`src/rtl/uart_frame_pkg.sv`:
```
// Shared definitions for the framed UART receiver: FSM state encoding and
// CRC-16/CCITT-FALSE constants.
package uart_frame_pkg;

  typedef enum logic [1:0] {
    HUNT    = 2'd0,
    PAYLOAD = 2'd1,
    CRC_HI  = 2'd2,
    CRC_LO  = 2'd3
  } state_t;

  localparam logic [15:0] CRC_POLY = 16'h1021;
  localparam logic [15:0] CRC_INIT = 16'hFFFF;

endpackage

```
`src/rtl/uart_frame_crc16.sv`:
```
// Combinational single-byte CRC-16/CCITT-FALSE step (MSB first, no reflection).
module uart_frame_crc16
  import uart_frame_pkg::*;
(
  input  logic [15:0] crc_in,
  input  logic [7:0]  data,
  output logic [15:0] crc_out
);

  logic [15:0] crc_work;

  always_comb begin
    crc_work = crc_in ^ {data, 8'h00};
    for (int i = 0; i < 8; i++) begin
      if (crc_work[15]) begin
        crc_work = {crc_work[14:0], 1'b0} ^ CRC_POLY;
      end else begin
        crc_work = {crc_work[14:0], 1'b0};
      end
    end
    crc_out = crc_work;
  end

endmodule

```
`src/rtl/uart_frame_rx.sv`:
```
// Byte-stream frame receiver: hunts for a 4-byte sync word, collects a fixed
// payload, checks a trailing CRC-16 and publishes good payloads atomically.
module uart_frame_rx
  import uart_frame_pkg::*;
#(
  parameter int          PAYLOAD_BYTES  = 16,
  parameter logic [31:0] HEADER         = 32'hDABBAD00,
  parameter int          TIMEOUT_CYCLES = 16000
) (
  input  logic                       CLK,
  input  logic                       rst,
  input  logic                       rx_data_ready,
  input  logic [7:0]                 rx_data,
  output logic [8*PAYLOAD_BYTES-1:0] payload,
  output logic                       frame_valid,
  output logic                       crc_error,
  output logic                       timeout_error,
  output logic [15:0]                frame_count
);

  localparam int IDX_W = $clog2(PAYLOAD_BYTES + 1);
  localparam int TMR_W = $clog2(TIMEOUT_CYCLES + 1);
  localparam int PW    = 8 * PAYLOAD_BYTES;

  state_t             state_reg, state_next;
  logic [31:0]        window_reg, window_next;
  logic [IDX_W-1:0]   index_reg, index_next;
  logic [15:0]        crc_reg, crc_next;
  logic [7:0]         crc_hi_reg, crc_hi_next;
  logic [TMR_W-1:0]   timer_reg, timer_next;
  logic [PW-1:0]      staging_reg, staging_next;
  logic [PW-1:0]      payload_reg, payload_next;
  logic [15:0]        frame_count_reg, frame_count_next;
  logic               frame_valid_reg, frame_valid_next;
  logic               crc_error_reg, crc_error_next;
  logic               timeout_error_reg, timeout_error_next;

  logic [15:0]        crc_step;
  logic [31:0]        window_shift;
  logic               timed_out;

  uart_frame_crc16 u_crc (
    .crc_in  (crc_reg),
    .data    (rx_data),
    .crc_out (crc_step)
  );

  always_ff @(posedge CLK or posedge rst) begin
    if (rst) begin
      state_reg         <= HUNT;
      window_reg        <= '0;
      index_reg         <= '0;
      crc_reg           <= CRC_INIT;
      crc_hi_reg        <= '0;
      timer_reg         <= '0;
      staging_reg       <= '0;
      payload_reg       <= '0;
      frame_count_reg   <= '0;
      frame_valid_reg   <= 1'b0;
      crc_error_reg     <= 1'b0;
      timeout_error_reg <= 1'b0;
    end else begin
      state_reg         <= state_next;
      window_reg        <= window_next;
      index_reg         <= index_next;
      crc_reg           <= crc_next;
      crc_hi_reg        <= crc_hi_next;
      timer_reg         <= timer_next;
      staging_reg       <= staging_next;
      payload_reg       <= payload_next;
      frame_count_reg   <= frame_count_next;
      frame_valid_reg   <= frame_valid_next;
      crc_error_reg     <= crc_error_next;
      timeout_error_reg <= timeout_error_next;
    end
  end

  assign window_shift = {window_reg[23:0], rx_data};
  // A byte landing in the cycle the gap reaches the limit wins over the timeout.
  assign timed_out = (state_reg != HUNT) && !rx_data_ready &&
                     (timer_reg == TMR_W'(TIMEOUT_CYCLES - 1));

  always_comb begin
    state_next         = state_reg;
    window_next        = window_reg;
    index_next         = index_reg;
    crc_next           = crc_reg;
    crc_hi_next        = crc_hi_reg;
    staging_next       = staging_reg;
    payload_next       = payload_reg;
    frame_count_next   = frame_count_reg;
    frame_valid_next   = 1'b0;
    crc_error_next     = 1'b0;
    timeout_error_next = 1'b0;

    if (state_reg == HUNT || rx_data_ready) begin
      timer_next = '0;
    end else begin
      timer_next = timer_reg + 1'b1;
    end

    if (timed_out) begin
      state_next         = HUNT;
      window_next        = '0;
      index_next         = '0;
      crc_next           = CRC_INIT;
      staging_next       = '0;
      timer_next         = '0;
      timeout_error_next = 1'b1;
    end else if (rx_data_ready) begin
      unique case (state_reg)
        HUNT: begin
          if (window_shift == HEADER) begin
            state_next  = PAYLOAD;
            window_next = '0;
            index_next  = '0;
            crc_next    = CRC_INIT;
          end else begin
            window_next = window_shift;
          end
        end
        PAYLOAD: begin
          for (int i = 0; i < PAYLOAD_BYTES; i++) begin
            if (index_reg == IDX_W'(i)) begin
              staging_next[8*i +: 8] = rx_data;
            end
          end
          crc_next   = crc_step;
          index_next = index_reg + 1'b1;
          if (index_reg == IDX_W'(PAYLOAD_BYTES - 1)) begin
            state_next = CRC_HI;
          end
        end
        CRC_HI: begin
          crc_hi_next = rx_data;
          state_next  = CRC_LO;
        end
        CRC_LO: begin
          state_next = HUNT;
          if ({crc_hi_reg, rx_data} == crc_reg) begin
            payload_next     = staging_reg;
            frame_count_next = frame_count_reg + 16'd1;
            frame_valid_next = 1'b1;
          end else begin
            crc_error_next = 1'b1;
          end
        end
        default: state_next = HUNT;
      endcase
    end
  end

  assign payload       = payload_reg;
  assign frame_valid   = frame_valid_reg;
  assign crc_error     = crc_error_reg;
  assign timeout_error = timeout_error_reg;
  assign frame_count   = frame_count_reg;

endmodule

```
`config.mk`:
```
export PLATFORM = sky130hd
export DESIGN_NAME = uart_frame_rx
export DESIGN_NICKNAME = d
export VERILOG_FILES = /design/src/rtl/uart_frame_pkg.sv /design/src/rtl/uart_frame_crc16.sv /design/src/rtl/uart_frame_rx.sv
export SDC_FILE = /design/constraint.sdc
export NUM_CORES = 1
export LEC_CHECK = 0
export BUFFER_PORTS_ARGS = -buffer_cell sky130_fd_sc_hd__buf_2
export CAP_MARGIN = 10
export CORE_MARGIN = 2
export CORE_UTILIZATION = 45
export CTS_CLUSTER_DIAMETER = 50
export DETAILED_ROUTE_END_ITERATION = 6
export PLACE_DENSITY = 0.76
export SETUP_SLACK_MARGIN = 0.3
export SLEW_MARGIN = 30
export SYNTH_ARGS = -nofsm -noshare
export SYNTH_HDL_FRONTEND = slang
export SYNTH_SLANG_ARGS = --single-unit
```
`constraint.sdc`:
```
create_clock -name CLK -period 28.3 [get_ports CLK]
set_input_delay 5.66 -clock CLK [delete_from_list [all_inputs] [get_ports CLK]]
set_output_delay 5.66 -clock CLK [all_outputs]
set_load 0.01 [all_outputs]
```
==> flow_summary.ini <==
[outcome]
status = complete, no violations

[synthesis]
async_reset_ff_share_pct = 100.0
ys.flop_type = dfrtp_1
synth_top_area_share_pct = 56.84
syn-num-nets = 1141
avgSynthCellArea_sq_um = 12.92
synth_xor_area_share_pct = 4.064
yosys-top-cells-area = dfrtp_1, mux2_2, mux2i_1
synth_mux_area_share_pct = 21.19
ys_warn_count = 0
synth.largest_area_cell = dfrtp_1
synth_seq_area_share_pct = 59.75
synth_top_family_by_area = multiplexers
ys_types = 50
synth-edff-count = 0
synth_area_sq_um = 14440
synth_cells = 1118
synth-compound-area-share_pct = 2.132
yosys.area_share.simple_pct = 9.618
ys_ff_latch = 344
yosysMostFrequentCell = dfrtp_1
synth_fa_ha_area_share_pct = 1.040
synthTopCellsByCount = dfrtp_1, nor2_1, mux2_2

[clocking]
clock-sinks = 344
cts_buffers = 39
root_buffer = clkbuf_16
post_cts_resized = 0
h-tree-depth = 2
ctsHoldBuffers = 0
cts.reportedPaths.clkPinSlew_ns = 0.06
clock_latency_ns = 0.53
cts_tree = built
cts.path.max_buffers = 3
post-cts-setup-buffers = 0

[setup_path]
crit_path_end_kind = register
reg2reg_to = payload[7]$_DFFE_PP0P_
worstSetupPathType = primary input to register
crit_fanout = 75
ff2ff_setup_slack_ns = 24.25
required_ns = 28.69
start_kind = primary input
rr_startpoint = crc_reg[2]$_DFFE_PP1P_
critPathArrivalTime_ns = 9.60
worst-r2r-cell-count = 7

[floorplanning]
io_pins = 158
coreArea_sq_um = 31560
start_util_pct = 45.76
die_x_um = 183.1
die_h_um = 183.1
die_area_sq_um = 33540
row_count = 65

[final_layout]
final_area_sq_um = 16760
area_delta_synth_final_pct = 16.10
postLayoutCoreUtil_pct = 53.13
layoutNonFillerInstCount = 1694
drive_gt1_share_pct = 31.35
final_nets = 1288
antenna_cells = 0

[timing]
setup_tns_ns = 0
period_share_pct = 32.55
setup_viol = 0
worst_slack_ns = 19.09
relSlewSlack_pct = 34.95
skew_ns = 0.02466
timing.final.hold_violations = 0
rsz0062_at_grt = no
fmax_mhz = 108.6
tightest_slew_ns = 0.9721
fin_crit_ns = 9.212
drv_slew = 0

[grt]
grt-ovfl-total = 0
grt_pass1_vias = 9140
grt_util_all_layers_pct = 19.20
antenna_found_initial = 0
grt_max_degree = 106
grt_pass1_wl_um = 50940

[power]
ir_drop_mv = 0.03938
p_leak_uw = 0.008661
powerDensity_nw_per_um2 = 77.08

[drt]
via_per_inst = 5.293
via_count = 8967
final_antenna_net_count = 0
met2_length_um = 15310
drt-met1-wl_um = 14250
drc_errors = 0
wl_met3_um = 1363
dr.first_iter.drc_count = 600
routed.top_layer = met4
drt-pass1-iter-count = 5
wl_per_cell_um = 18.65
drt_wl_total_um = 31590

[place]
gp_congestion = 0.8254
place_ws_ns = 18.60
io_buffers = 157
hpwl_um = 19990
dpl-instance-area_sq_um = 15550
placed_cells = 1626

[hold_path]
min_to = frame_count[15]$_DFFE_PP0P_
hold_path.class = register to register
min_from = frame_count[15]$_DFFE_PP0P_
hold_depth = 1

[run]
maxCapViolCount = 0
[cells in the final DEF (no fill, tap or decap), drive strengths merged, types with 2 or more instances in the layout]
cell     count
a21boi       2
a22o        11
a31oi        2
and2         3
and3         3
and4         3
buf        167
clkbuf      59
clkinv       6
dfrtp      328
dfstp       16
ha          12
inv         11
mux2       153
mux2i      131
nand2       45
nand2b       5
nand3       27
nand3b       6
nand4       13
nor2       163
nor3         3
nor4        16
nor4bb       2
o21ai       16
o2bb2ai      2
or2          3
or3          2
or3b         2
xnor2       15
xor2        52
[critical path, cell delays in order]
cell,delay [ns]
buf_2,0.49
xor2_1,0.15
nor4_1,0.35
nand4_1,0.64
nor2_4,0.28
buf_4,0.62
buf_4,0.82
mux2_2,0.42
[stage by stage]
| step | power (uW) | hold WS (ns) |
|---|---|---|
| floorplan | 775.8 | 0.4422 |
| global placement | 819.6 | 0.4500 |
| detailed placement | 830.9 | 0.4622 |
| CTS | 1303 | 0.4710 |
| global route | 1359 | 0.4871 |
| finish | 1292 | 0.4630 |
[worst max path at each step]
stage                    start                       to  slack (ns)  cells past startpoint
floorplan                  rst      crc_error$_DFF_PP0_       13.13                      1
global placement    rx_data[2]  payload[19]$_DFFE_PP0P_       18.71                      8
detailed placement  rx_data[2]  payload[11]$_DFFE_PP0P_       18.60                      8
CTS                 rx_data[2]   payload[1]$_DFFE_PP0P_       19.14                      8
global route        rx_data[2]   payload[1]$_DFFE_PP0P_       18.83                      8
finish              rx_data[2]   payload[7]$_DFFE_PP0P_       19.09                      8
[where the power goes]
part | switching (uW) | internal, uW
registers | 51.4 | 567
logic | 113 | 93.5
clock network | 195 | 273
total | 359 | 933
[cell type report]
type	instances	area [sq um]
fill	2667	14790
sequential	344	8628
multi-input combinational	704	5518
clock buffer	59	1111
timing repair buffer	167	872.1
tap	402	503.0
clock inverter	9	91.34
inverter	9	41.29
[logic make-up after synthesis]
family	Yosys count
flops	344
buf+inv	70
fa+ha+maj	12
xor+xnor	67
mux	284
compound gates	39
simple gates	302
[layer usage]
| layer | global-route usage, % | vias up |
|---|---|---|
| li1 | - | 4132 |
| met1 | 27.14 | 4580 |
| met5 | 0 | - |
| met4 | 4.864 | 0 |
| met2 | 31.35 | 205 |
| met3 | 2.879 | 50 |
No activity file was read; power rests on OpenSTA's default activity.
